$ cat config.mk
export PLATFORM = sky130hd
export DESIGN_NAME = counter_modulo_cascade
export DESIGN_NICKNAME = d
export VERILOG_FILES = /design/src/rtl/counter_pkg.sv /design/src/rtl/counter_modulo_digit.sv /design/src/rtl/counter_modulo_cascade.sv
export SDC_FILE = /design/constraint.sdc
export NUM_CORES = 1
export LEC_CHECK = 0
export ABC_AREA = 1
export BUFFER_PORTS_ARGS = -buffer_cell sky130_fd_sc_hd__buf_2
export CORE_AREA = 2 2 39 41
export DETAILED_ROUTE_END_ITERATION = 10
export DIE_AREA = 0 0 41 43
export PLACE_DENSITY = 0.62
export SLEW_MARGIN = 10
export SYNTH_ARGS = -nofsm -noshare
export SYNTH_HDL_FRONTEND = slang
export SYNTH_SLANG_ARGS = --single-unit
$ cat constraint.sdc
create_clock -name clk -period 1.6 [get_ports clk]
set_input_delay 0.48 -clock clk [delete_from_list [all_inputs] [get_ports clk]]
set_output_delay 0.48 -clock clk [all_outputs]
set_load 0.05 [all_outputs]
$ cat src/rtl/counter_pkg.sv
// counter_pkg: shared definitions for the modulo counter family.
//   CNT_WRAP / CNT_SAT : end-of-range behaviour selectors
//   MAX_BUS            : widest packed digit bus digit_of can take
//   digit_of()         : extract digit i (w bits wide) from a packed bus
package counter_pkg;

  localparam bit CNT_WRAP = 1'b0;
  localparam bit CNT_SAT  = 1'b1;

  localparam int MAX_BUS = 256;

  function automatic logic [31:0] digit_of(input logic [MAX_BUS-1:0] bus,
                                           input int i, input int w);
    logic [MAX_BUS-1:0] sh;
    sh = bus >> (i * w);
    digit_of = sh[31:0] & ((32'd1 << w) - 32'd1);
  endfunction

endpackage

$ cat src/rtl/counter_modulo_digit.sv
// counter_modulo_digit: one modulo-MODULO up/down digit.
//   clk, rst   : clock, synchronous active-high reset
//   step       : advance this digit by one in the direction of up
//   up         : 1 = increment, 0 = decrement
//   load       : take ld_val (digits >= MODULO are forced to 0)
//   ld_val     : parallel load value for this digit
//   q          : current digit value
//   at_max     : q == MODULO-1
//   at_zero    : q == 0
module counter_modulo_digit #(
  parameter int MODULO = 4,
  parameter int WIDTH  = $clog2(MODULO)
) (
  input  logic             clk,
  input  logic             rst,
  input  logic             step,
  input  logic             up,
  input  logic             load,
  input  logic [WIDTH-1:0] ld_val,
  output logic [WIDTH-1:0] q,
  output logic             at_max,
  output logic             at_zero
);

  localparam logic [WIDTH-1:0] MAXV = WIDTH'(MODULO - 1);

  assign at_max  = (q == MAXV);
  assign at_zero = (q == '0);

  always_ff @(posedge clk) begin
    if (rst) begin
      q <= '0;
    end else if (load) begin
      q <= (int'(ld_val) >= MODULO) ? '0 : ld_val;
    end else if (step) begin
      if (up) q <= at_max  ? '0   : q + WIDTH'(1);
      else    q <= at_zero ? MAXV : q - WIDTH'(1);
    end
  end

endmodule

$ cat src/rtl/counter_modulo_cascade.sv
// counter_modulo_cascade: DIGITS cascaded modulo-MODULO digits forming one
// mixed-radix up/down counter with load, wrap/saturate mode and cascade carry.
//   clk, rst  : clock, synchronous active-high reset
//   ce, up    : count enable, direction (1 = up)
//   load      : parallel load of load_val (priority over ce)
//   load_val  : digit i at bits [i*WIDTH +: WIDTH]
//   out       : current count, digit 0 least significant
//   carry     : combinational cascade carry (always 0 in saturate mode)
//   wrap      : one-cycle pulse after a roll-over step
//   sat       : level, count is pinned at end of range
//   load_err  : one-cycle pulse after a load containing an illegal digit
module counter_modulo_cascade
  import counter_pkg::*;
#(
  parameter int MODULO   = 4,
  parameter int DIGITS   = 2,
  parameter int SATURATE = 0,
  parameter int WIDTH    = $clog2(MODULO)
) (
  input  logic                    clk,
  input  logic                    rst,
  input  logic                    ce,
  input  logic                    up,
  input  logic                    load,
  input  logic [DIGITS*WIDTH-1:0] load_val,
  output logic [DIGITS*WIDTH-1:0] out,
  output logic                    carry,
  output logic                    wrap,
  output logic                    sat,
  output logic                    load_err
);

  localparam bit SAT_MODE = (SATURATE != 0) ? CNT_SAT : CNT_WRAP;

  // en[i] = every digit below i sits at its turning point for the current
  // direction; en[DIGITS] is therefore end-of-range for the whole chain.
  logic [DIGITS:0]   en;
  logic [DIGITS-1:0] at_max, at_zero, step, bad;
  logic [WIDTH-1:0]  ld_digit [DIGITS];
  logic [WIDTH-1:0]  q_digit  [DIGITS];
  logic [MAX_BUS-1:0] load_bus;
  logic eor, hold, advance;

  assign load_bus = MAX_BUS'(load_val);
  assign en[0]    = 1'b1;

  genvar gi;
  generate
    for (gi = 0; gi < DIGITS; gi++) begin : g_digit
      assign en[gi+1]     = en[gi] & (up ? at_max[gi] : at_zero[gi]);
      assign step[gi]     = advance & en[gi];
      assign ld_digit[gi] = WIDTH'(digit_of(load_bus, gi, WIDTH));
      assign bad[gi]      = (int'(ld_digit[gi]) >= MODULO);
      assign out[gi*WIDTH +: WIDTH] = q_digit[gi];

      counter_modulo_digit #(.MODULO(MODULO), .WIDTH(WIDTH)) u_digit (
        .clk     (clk),
        .rst     (rst),
        .step    (step[gi]),
        .up      (up),
        .load    (load),
        .ld_val  (ld_digit[gi]),
        .q       (q_digit[gi]),
        .at_max  (at_max[gi]),
        .at_zero (at_zero[gi])
      );
    end
  endgenerate

  assign eor     = en[DIGITS];
  // In saturate mode a step at end of range is suppressed entirely; reversing
  // direction clears eor for the new direction so the step goes through.
  assign hold    = SAT_MODE & eor;
  assign advance = ce & ~load & ~hold;
  // carry depends on the live up input, so a direction change at end of
  // range never shows a carry for the direction not being taken.
  assign carry   = ce & ~load & ~rst & eor & ~SAT_MODE;

  always_ff @(posedge clk) begin
    if (rst) begin
      wrap     <= 1'b0;
      sat      <= 1'b0;
      load_err <= 1'b0;
    end else if (load) begin
      wrap     <= 1'b0;
      sat      <= 1'b0;
      load_err <= |bad;
    end else if (ce) begin
      wrap     <= eor & ~SAT_MODE;
      sat      <= eor & SAT_MODE;
      load_err <= 1'b0;
    end else begin
      // Idle: the count does not change, so sat keeps its level.
      wrap     <= 1'b0;
      load_err <= 1'b0;
    end
  end

endmodule

### Yosys cells after proc, flatten, opt, wreduce, memory -nomap -nowiden

Index checks and enable logic that the tools add are counted.

* flip-flop bits (word level): 5
* input port bits: 9
* output and inout bits: 8

* multiplexer cells: 12
* reduce and logical (&&, ||, !) cells: 5
* bitwise operators: 8
* add/subtract/negate cells: 4
* equal/unequal tests: 2

Operators by type and width (count)
* $mux W2: 10
* $and A1 B1 Y1: 5
* $add A2 B1 Y2 const B: 2
* $eq A2 B2 Y1 const B: 2
* $logic_not A2 Y1: 2
* $reduce_bool A2 Y1: 2
* $sub A2 B1 Y2 const B: 2
* $not A1 Y1: 3
* $reduce_or A3 Y1: 1
* $mux W1: 2

### Logic depth before layout (Yosys ltp)

Gate-level depths: netlist (run 1).

* word-level depth: 5
* depth in mapped cells: 9
* gate-level depth less buffers: 9

### Cells and area by module

Synthesis (run 1) repeated with hierarchy kept, for this count alone.

* cell total of the unflattened synthesis: 64
* area total of the unflattened synthesis: 397.9 um^2

Modules (own cells, without submodules)
* counter_modulo_digit: area each 148.9 um^2, seq. area each 40.0 um^2, cells an instance 22, times used 2
* counter_modulo_cascade: area each 100.1 um^2, seq. area each 20.0 um^2, cells an instance 20, times used 1

### Least setup slack after synthesis (run 1)

No wires, ideal clock.

* path kind: reg2out
* from: reg g_digit[0].u_digit.q[0]
* to: out carry
* cell stages (with the launch flop): 6
* data arrival time: 2.276 ns
* path buffers: 0
* data required time: 1.120 ns
* slack: -1.156 ns
* path through: dfxtp_1 -> ha_1 -> nand2_1 -> nand2_1 -> nand2_2 -> a211oi_1

* cells in the longest elaborated chain, start to end: 4

RTL lines
* start, declared: RTL line counter_modulo_digit.sv:20 `output logic [WIDTH-1:0] q,`
* start signal, assigned: RTL line counter_modulo_digit.sv:34 `q <= (int'(ld_val) >= MODULO) ? '0 : ld_val;`
* start signal, assigned: RTL line counter_modulo_digit.sv:36 `if (up) q <= at_max ? '0 : q + WIDTH'(1);`
* start signal, assigned: RTL line counter_modulo_digit.sv:37 `else q <= at_zero ? MAXV : q - WIDTH'(1);`
* $eq A2 B2 Y1 or $logic_not A2 Y1 (tied branches): RTL line counter_modulo_digit.sv:27, counter_modulo_digit.sv:28
* $mux W1 (*): RTL line counter_modulo_cascade.sv:50 `assign en[gi+1] = en[gi] & (up ? at_max[gi] : at_zero[gi]);`
* $and A1 B1 Y1 (*): RTL line counter_modulo_cascade.sv:50
* $and A1 B1 Y1 (*): RTL line counter_modulo_cascade.sv:77 `assign carry = ce & ~load & ~rst & eor & ~SAT_MODE;`
* end, declared: RTL line counter_modulo_cascade.sv:27 `output logic carry,`

Mark *: on every way between the ends. The rest lies on a longest branch, timed or not.

### Worst setup path after layout (run 1)

* from: reg g_digit[0].u_digit.q[1]
* to: out carry

Same word-level chain as after synthesis.

==> impl_metrics.env, run 1 <==
export IMPL_clock_sinks=5
export IMPL_status="finished, violations left"
export IMPL_netlist_area_um2=415
export IMPL_clk_path_buf_depth=2
export IMPL_clk_latency_ns=0.24
export IMPL_end_kind="output port"
export IMPL_cts_root_buffer="clkbuf_4"
export IMPL_finalPower_mw=0.476
export IMPL_power_frac_seq_pct=30.1
export IMPL_pwr_density_cell_mw_per_mm2=692
export IMPL_drv_cap=0
export IMPL_synth_area_per_cell_um2=7.04
export IMPL_grt_usage_pct=13.4
export IMPL_fillerInstances=141
export IMPL_final_common_cell="nand2_1"
export IMPL_wirelength_um=917
export IMPL_row_count=14
export IMPL_antenna_found_initial=0
export IMPL_cp_required_ns=1.12
export IMPL_rr_worst_depth=11
export IMPL_syn_inst=59
export IMPL_dpl_hpwl_um=800
export IMPL_crit_path_start_kind="register"
export IMPL_max_freq_mhz=566
export IMPL_ys_types=21
export IMPL_wl_per_cell_um=8.82
export IMPL_path_cells="inv_4, ha_4, nand2_2, nand2_2, nand2_4, a211oi_4, buf_6"
export IMPL_drive_above_1_share_pct=61.4
export IMPL_hold_viol=0
export IMPL_fp_dieH_um=43
export IMPL_grt_pass1_vias=410
export IMPL_multi_input_area_um2=315
export IMPL_cts_buffers=3
export IMPL_setup_slack_ns=-0.167
export IMPL_core_area_mm2=0.00138
export IMPL_power_internal_mw=0.302
export IMPL_vdd_drop_max_v=0.000436
export IMPL_synth_seq_cells=5
export IMPL_crit_fanout=3
export IMPL_power_switching_mw=0.174
export IMPL_initial_utilization_pct=30.0
export IMPL_path_class="reg2out"
export IMPL_grt_max_degree=8
export IMPL_leakage_nw=0.351
export IMPL_gr_total_overflow=0
export IMPL_ant_nets=0
export IMPL_post_drt_via_cell_ratio=4.27
export IMPL_final_nets=102
export IMPL_path_clk_slew_ns=0.05
export IMPL_gp_congestion=0.720
export IMPL_cpMostUsedCell="nand2_2"
export IMPL_vias=444
export IMPL_first_pass_iters=2
export IMPL_hold_path_class="in2reg"
export IMPL_rsz0062_at_grt="true"
export IMPL_final_period_utilization_pct=110
export IMPL_yosysTopAreaCell="dfxtp_1"
export IMPL_slowest_stage="dfxtp_4"
export IMPL_setup_violations_final=1
export IMPL_ys_warn_count=0
export IMPL_clock_power_share_pct=31.4
export IMPL_die_area_mm2=0.00176
export IMPL_ys_seq_area_share_pct=24.1
export IMPL_mostFrequentLayoutCells="14 x nand2_1, 13 x buf_2, 13 x buf_4"
export IMPL_synthTopCellsByArea="dfxtp_1 24%, nand2_1 15%, ha_1 12%"
export IMPL_finClkSkew_ns=0.00521
export IMPL_cts_hold_buffers=0
export IMPL_diodes=0
export IMPL_io_buffers=14
export IMPL_ios=17
export IMPL_crit_arrival_ns=1.29
export IMPL_combPwrFrac_pct=38.5
export IMPL_h_tree_depth=1
export IMPL_holdPathStages=3
export IMPL_die_w_um=41
export IMPL_cts_tree="yes"
export IMPL_synth_top_area_share_pct=24.1
export IMPL_max_stage_delay_ns=0.36
export IMPL_finalHoldWorstSlack_ns=0.496
export IMPL_violations="negative setup slack"
export IMPL_drc=0
export IMPL_regArea_um2=115
export IMPL_p_sw_share_pct=36.6
export IMPL_grt_pass1_wl_mm=1.57
export IMPL_slew_violations=0
export IMPL_area_growth_syn_to_layout_pct=65.4
export IMPL_initialDrtViolationCount=3
export IMPL_period_minus_slack_ns=1.77
[sequential cells by signal, indices dropped and copies added (netlist names)]
name and count:
g_digit.u_digit.q 4, wrap 1
[worst max-delay path, delay by kind of cell, from the launching register on]
family,cells,cell delay [ns]
AO/OA/AOI/OAI,1,0.15
AND/OR/NAND/NOR,3,0.17
flip-flops,1,0.36
buffers and inverters,2,0.24
adder cells (fa/ha/maj),1,0.12
[power by group through the flow]
stage	combinational (mW)	sequential (mW)	clock (mW)
after global routing	0.200	0.145	0.167
after global placement	0.175	0.146	0
after CTS	0.187	0.144	0.156
after detailed placement	0.177	0.146	0
after floorplan	0.0967	0.176	0
final	0.183	0.143	0.149
[Yosys cell counts]
cell       n
nand2_1   17
inv_1      6
dfxtp_1    5
ha_1       4
inv_2      3
nand2_2    3
a211oi_1   2
a21oi_1    2
buf_4      2
nand3_1    2
nor2_1     2
nor2_2     2
a21oi_2    1
a22oi_1    1
a31oi_1    1
buf_2      1
conb_1     1
nand3_2    1
nor2_8     1
o21ai_2    1
xnor2_1    1
[final cells by class]
type / instances / area share [%]
multi-input cells: 43 / 45.9
well taps: 16 / 2.91
repair buffers: 27 / 25.3
clock buffers: 4 / 3.83
flip-flops and latches: 5 / 16.8
inverters: 9 / 5.28
[path summary, 6_finish.rpt]
kind	start	slack, ns	end
setup reg to reg	g_digit[0].u_digit.q[1]	0.31	g_digit[1].u_digit.q[1]
hold reg to reg	g_digit[1].u_digit.q[1]	0.61	g_digit[1].u_digit.q[1]
setup / recovery	g_digit[0].u_digit.q[1]	-0.17	carry
hold / removal	load_val[1]	0.50	g_digit[0].u_digit.q[1]
[logic make-up after synthesis]
logic type / count (synthesis) / share of synthesized area [%]
simple gates: 28 / 34.3
buf+inv: 12 / 12.9
compound gates: 8 / 13.6
flops: 5 / 24.1
fa+ha+maj: 4 / 12.0
xor+xnor: 1 / 2.11
other cells: 1 / 0.903
[through the flow]
stage	instances	instance area (um^2)	utilization, %	TNS (ns)	setup WS, ns
6_report	104	687	49.6	-0.167	-0.167
5_1_grt	104	687	49.6	-0.222	-0.222
2_1_floorplan	60	488	-	-0.201	-0.201
3_3_place_gp	97	627	45.3	-0.222	-0.222
4_1_cts	104	687	49.6	-0.188	-0.188
3_5_place_dp	97	627	45.3	-0.227	-0.227
[what timing repair did]
item / in CTS / in global routing
setup buffers: 3 / 0
setup endpoints to repair: 1 / 1
gates resized for setup: 4 / 0
pin swaps: 3 / 0
[routing by layer]
metal | part of all wire (%) | global-route usage, %
met1 | 40 | 15.1
met2 | 53 | 21.3
met3 | 6.8 | 6.28
met4 | 0 | 4.00
met5 | 0 | 0
No activity file was read; power rests on OpenSTA's default activity.
==> run 2, diff against run 1 <==
Settings changed: ABC_AREA 1 to default, PLACE_DENSITY 0.62 to 0.59.
==> impl_metrics.env, run 2 <==
export IMPL_end_kind="output port"
export IMPL_cp_required_ns=1.12
export IMPL_setup_violations_final=1
export IMPL_holdPathStages=3
export IMPL_reg_top3="g_digit.u_digit.q (4), wrap (1)"
export IMPL_crit_path_start="g_digit[0].u_digit.q[1]"
export IMPL_io_buffers=14
export IMPL_synthArstFlopShare_pct=0
export IMPL_final_common_cell="buf_2"
export IMPL_max_stage_delay_ns=0.34
export IMPL_h_tree_depth=1
export IMPL_grt_pass1_wl_mm=1.42
export IMPL_mostFrequentLayoutCells="13 x buf_2, 12 x buf_4, 5 x inv_1"
export IMPL_path_class="reg2out"
export IMPL_crit_family="compound AO/OA/AOI/OAI gates"
export IMPL_violations="negative setup slack"
export IMPL_cts_root_buffer="clkbuf_4"
export IMPL_drc=0
export IMPL_diodes=0
export IMPL_path_buf_inv=2
export IMPL_setup_slack_ns=-0.401
export IMPL_netlist_area_um2=377
export IMPL_largest_reg_flops=4
export IMPL_yosysMostFrequentCell="inv_1"
export IMPL_finalHoldWorstSlack_ns=0.484
export IMPL_final_period_utilization_pct=125
export IMPL_clock_sinks=5
export IMPL_initial_utilization_pct=27.2
export IMPL_final_nets=86
export IMPL_r2r_end="g_digit[1].u_digit.q[0]"
export IMPL_syn_inst=45
export IMPL_post_drt_via_cell_ratio=4.34
export IMPL_antenna_found_initial=0
export IMPL_die_area_mm2=0.00176
export IMPL_grt_max_degree=9
export IMPL_first_pass_iters=4
export IMPL_synth_top_area_share_pct=26.6
export IMPL_status="finished, violations left"
export IMPL_cts_buffers=3
export IMPL_crit_path_start_kind="register"
export IMPL_synth_area_per_cell_um2=8.37
export IMPL_ant_nets=0
export IMPL_rsz0062_at_grt="true"
export IMPL_slew_violations=0
export IMPL_clk_latency_ns=0.24
export IMPL_hold_path_class="in2reg"
export IMPL_fillerInstances=156
export IMPL_path_clk_slew_ns=0.04
export IMPL_dpl_hpwl_um=716
export IMPL_ys_warn_count=0
export IMPL_cts_hold_buffers=0
export IMPL_drv_cap=0
export IMPL_crit_fanout=3
export IMPL_area_growth_syn_to_layout_pct=59.1
export IMPL_regMostFlops="g_digit.u_digit.q"
export IMPL_crit_arrival_ns=1.52
export IMPL_grt_usage_pct=12.2
export IMPL_leakage_nw=0.289
export IMPL_ios=17
export IMPL_max_freq_mhz=500
export IMPL_synth_flop_cell="dfxtp_1"
export IMPL_cts_setup_buffers=0
export IMPL_core_area_mm2=0.00138
export IMPL_ys_seq_area_share_pct=26.6
export IMPL_pwr_density_cell_mw_per_mm2=751
export IMPL_finClkSkew_ns=0.00165
export IMPL_clk_path_buf_depth=2
export IMPL_synth_common_cells="7 x inv_1, 5 x dfxtp_1, 4 x ha_1, 4 x nand2_1"
export IMPL_rr_worst_depth=7
export IMPL_initialDrtViolationCount=10
export IMPL_synth_seq_cells=5
export IMPL_row_count=14
export IMPL_path_cells="inv_2, ha_4, nand2b_4, a211o_1, a211oi_4, buf_6"
export IMPL_finalSetupTns_ns=-0.401
export IMPL_hold_path_startpoint="load_val[1]"
export IMPL_cts_tree="yes"
export IMPL_gp_congestion=0.774
export IMPL_reg2reg_slack_ns=0.04
export IMPL_fp_dieH_um=43
export IMPL_grt_pass1_vias=358
export IMPL_ys_types=22
export IMPL_hold_viol=0
export IMPL_vias=382
export IMPL_yosysTopAreaCell="dfxtp_1"
export IMPL_r2r_start="g_digit[0].u_digit.q[1]"
export IMPL_wl_per_cell_um=9.81
export IMPL_synthTopCellsByArea="dfxtp_1 27%, ha_1 13%, inv_1 7.0%"
export IMPL_final_core_util_pct=43.3
export IMPL_regArea_um2=109
export IMPL_die_w_um=41
export IMPL_period_minus_slack_ns=2.00
export IMPL_drive_above_1_share_pct=52.8
export IMPL_slowest_stage="dfxtp_4"
export IMPL_multi_input_area_um2=249
export IMPL_wirelength_um=863
export IMPL_gr_total_overflow=0
export IMPL_vdd_drop_max_v=0.000478
export IMPL_synth_edff_count=0
export IMPL_min_to="g_digit[0].u_digit.q[1]"
-- run 2: worst min-delay path, cell delays in order --
cell      delay [ns]
buf_2           0.09
inv_1           0.04
a221oi_1        0.06
-- run 2: cells by family (layout without fill, tap and decap cells) --
group	count (synthesis)	in the layout	synth area share, %
other	1	2	0.996
flip-flops	5	5	26.6
buffers and inverters	11	37	14.9
AND/OR/NAND/NOR	11	11	17.3
XOR/XNOR	2	2	4.65
adder cells (fa/ha/maj)	4	4	13.3
AO/OA/AOI/OAI	11	11	22.3
-- run 2: cell type report --
class | count | area share, %
clock buffers | 4 | 4.38
multi-input cells | 30 | 41.5
repair buffers | 26 | 27.8
flip-flops and latches | 5 | 18.2
inverters | 7 | 4.80
well taps | 16 | 3.34
-- run 2: through the flow --
step	std cells	worst slack [ns]	cell area (um^2)	total power, mW
after floorplan	46	-0.471	402	0.250
after global placement	84	-0.409	552	0.299
after detailed placement	84	-0.420	552	0.300
after CTS	88	-0.420	599	0.461
after global routing	88	-0.475	599	0.485
final	88	-0.401	599	0.450
-- run 2: report_power, final --
group / switching [mW] / leakage, nW / internal, mW
clock network: 0.0502 / 0.0150 / 0.0942
logic: 0.0925 / 0.231 / 0.0705
registers: 0.00850 / 0.0428 / 0.134
total: 0.151 / 0.289 / 0.299
-- run 2: metal layers --
| metal | vias to the layer above | routed length [um] | global-route usage (%) |
|---|---|---|---|
| li1 | 202 | - | - |
| met1 | 167 | 378 | 13.5 |
| met2 | 13 | 416 | 20.0 |
| met3 | 0 | 67 | 7.85 |
| met5 | - | 0 | 0 |
| met4 | 0 | 0 | 0 |
-- run 2: worst max path at each step --
stage,to,depth (start not counted)
floorplan,carry,5
global placement,carry,5
detailed placement,carry,5
CTS,carry,6
global route,carry,6
finish,carry,6
-- run 2: timing repair --
action,CTS,global route
resized for setup,7,0
endpoints found under the setup margin,2,2
pin swaps,4,0
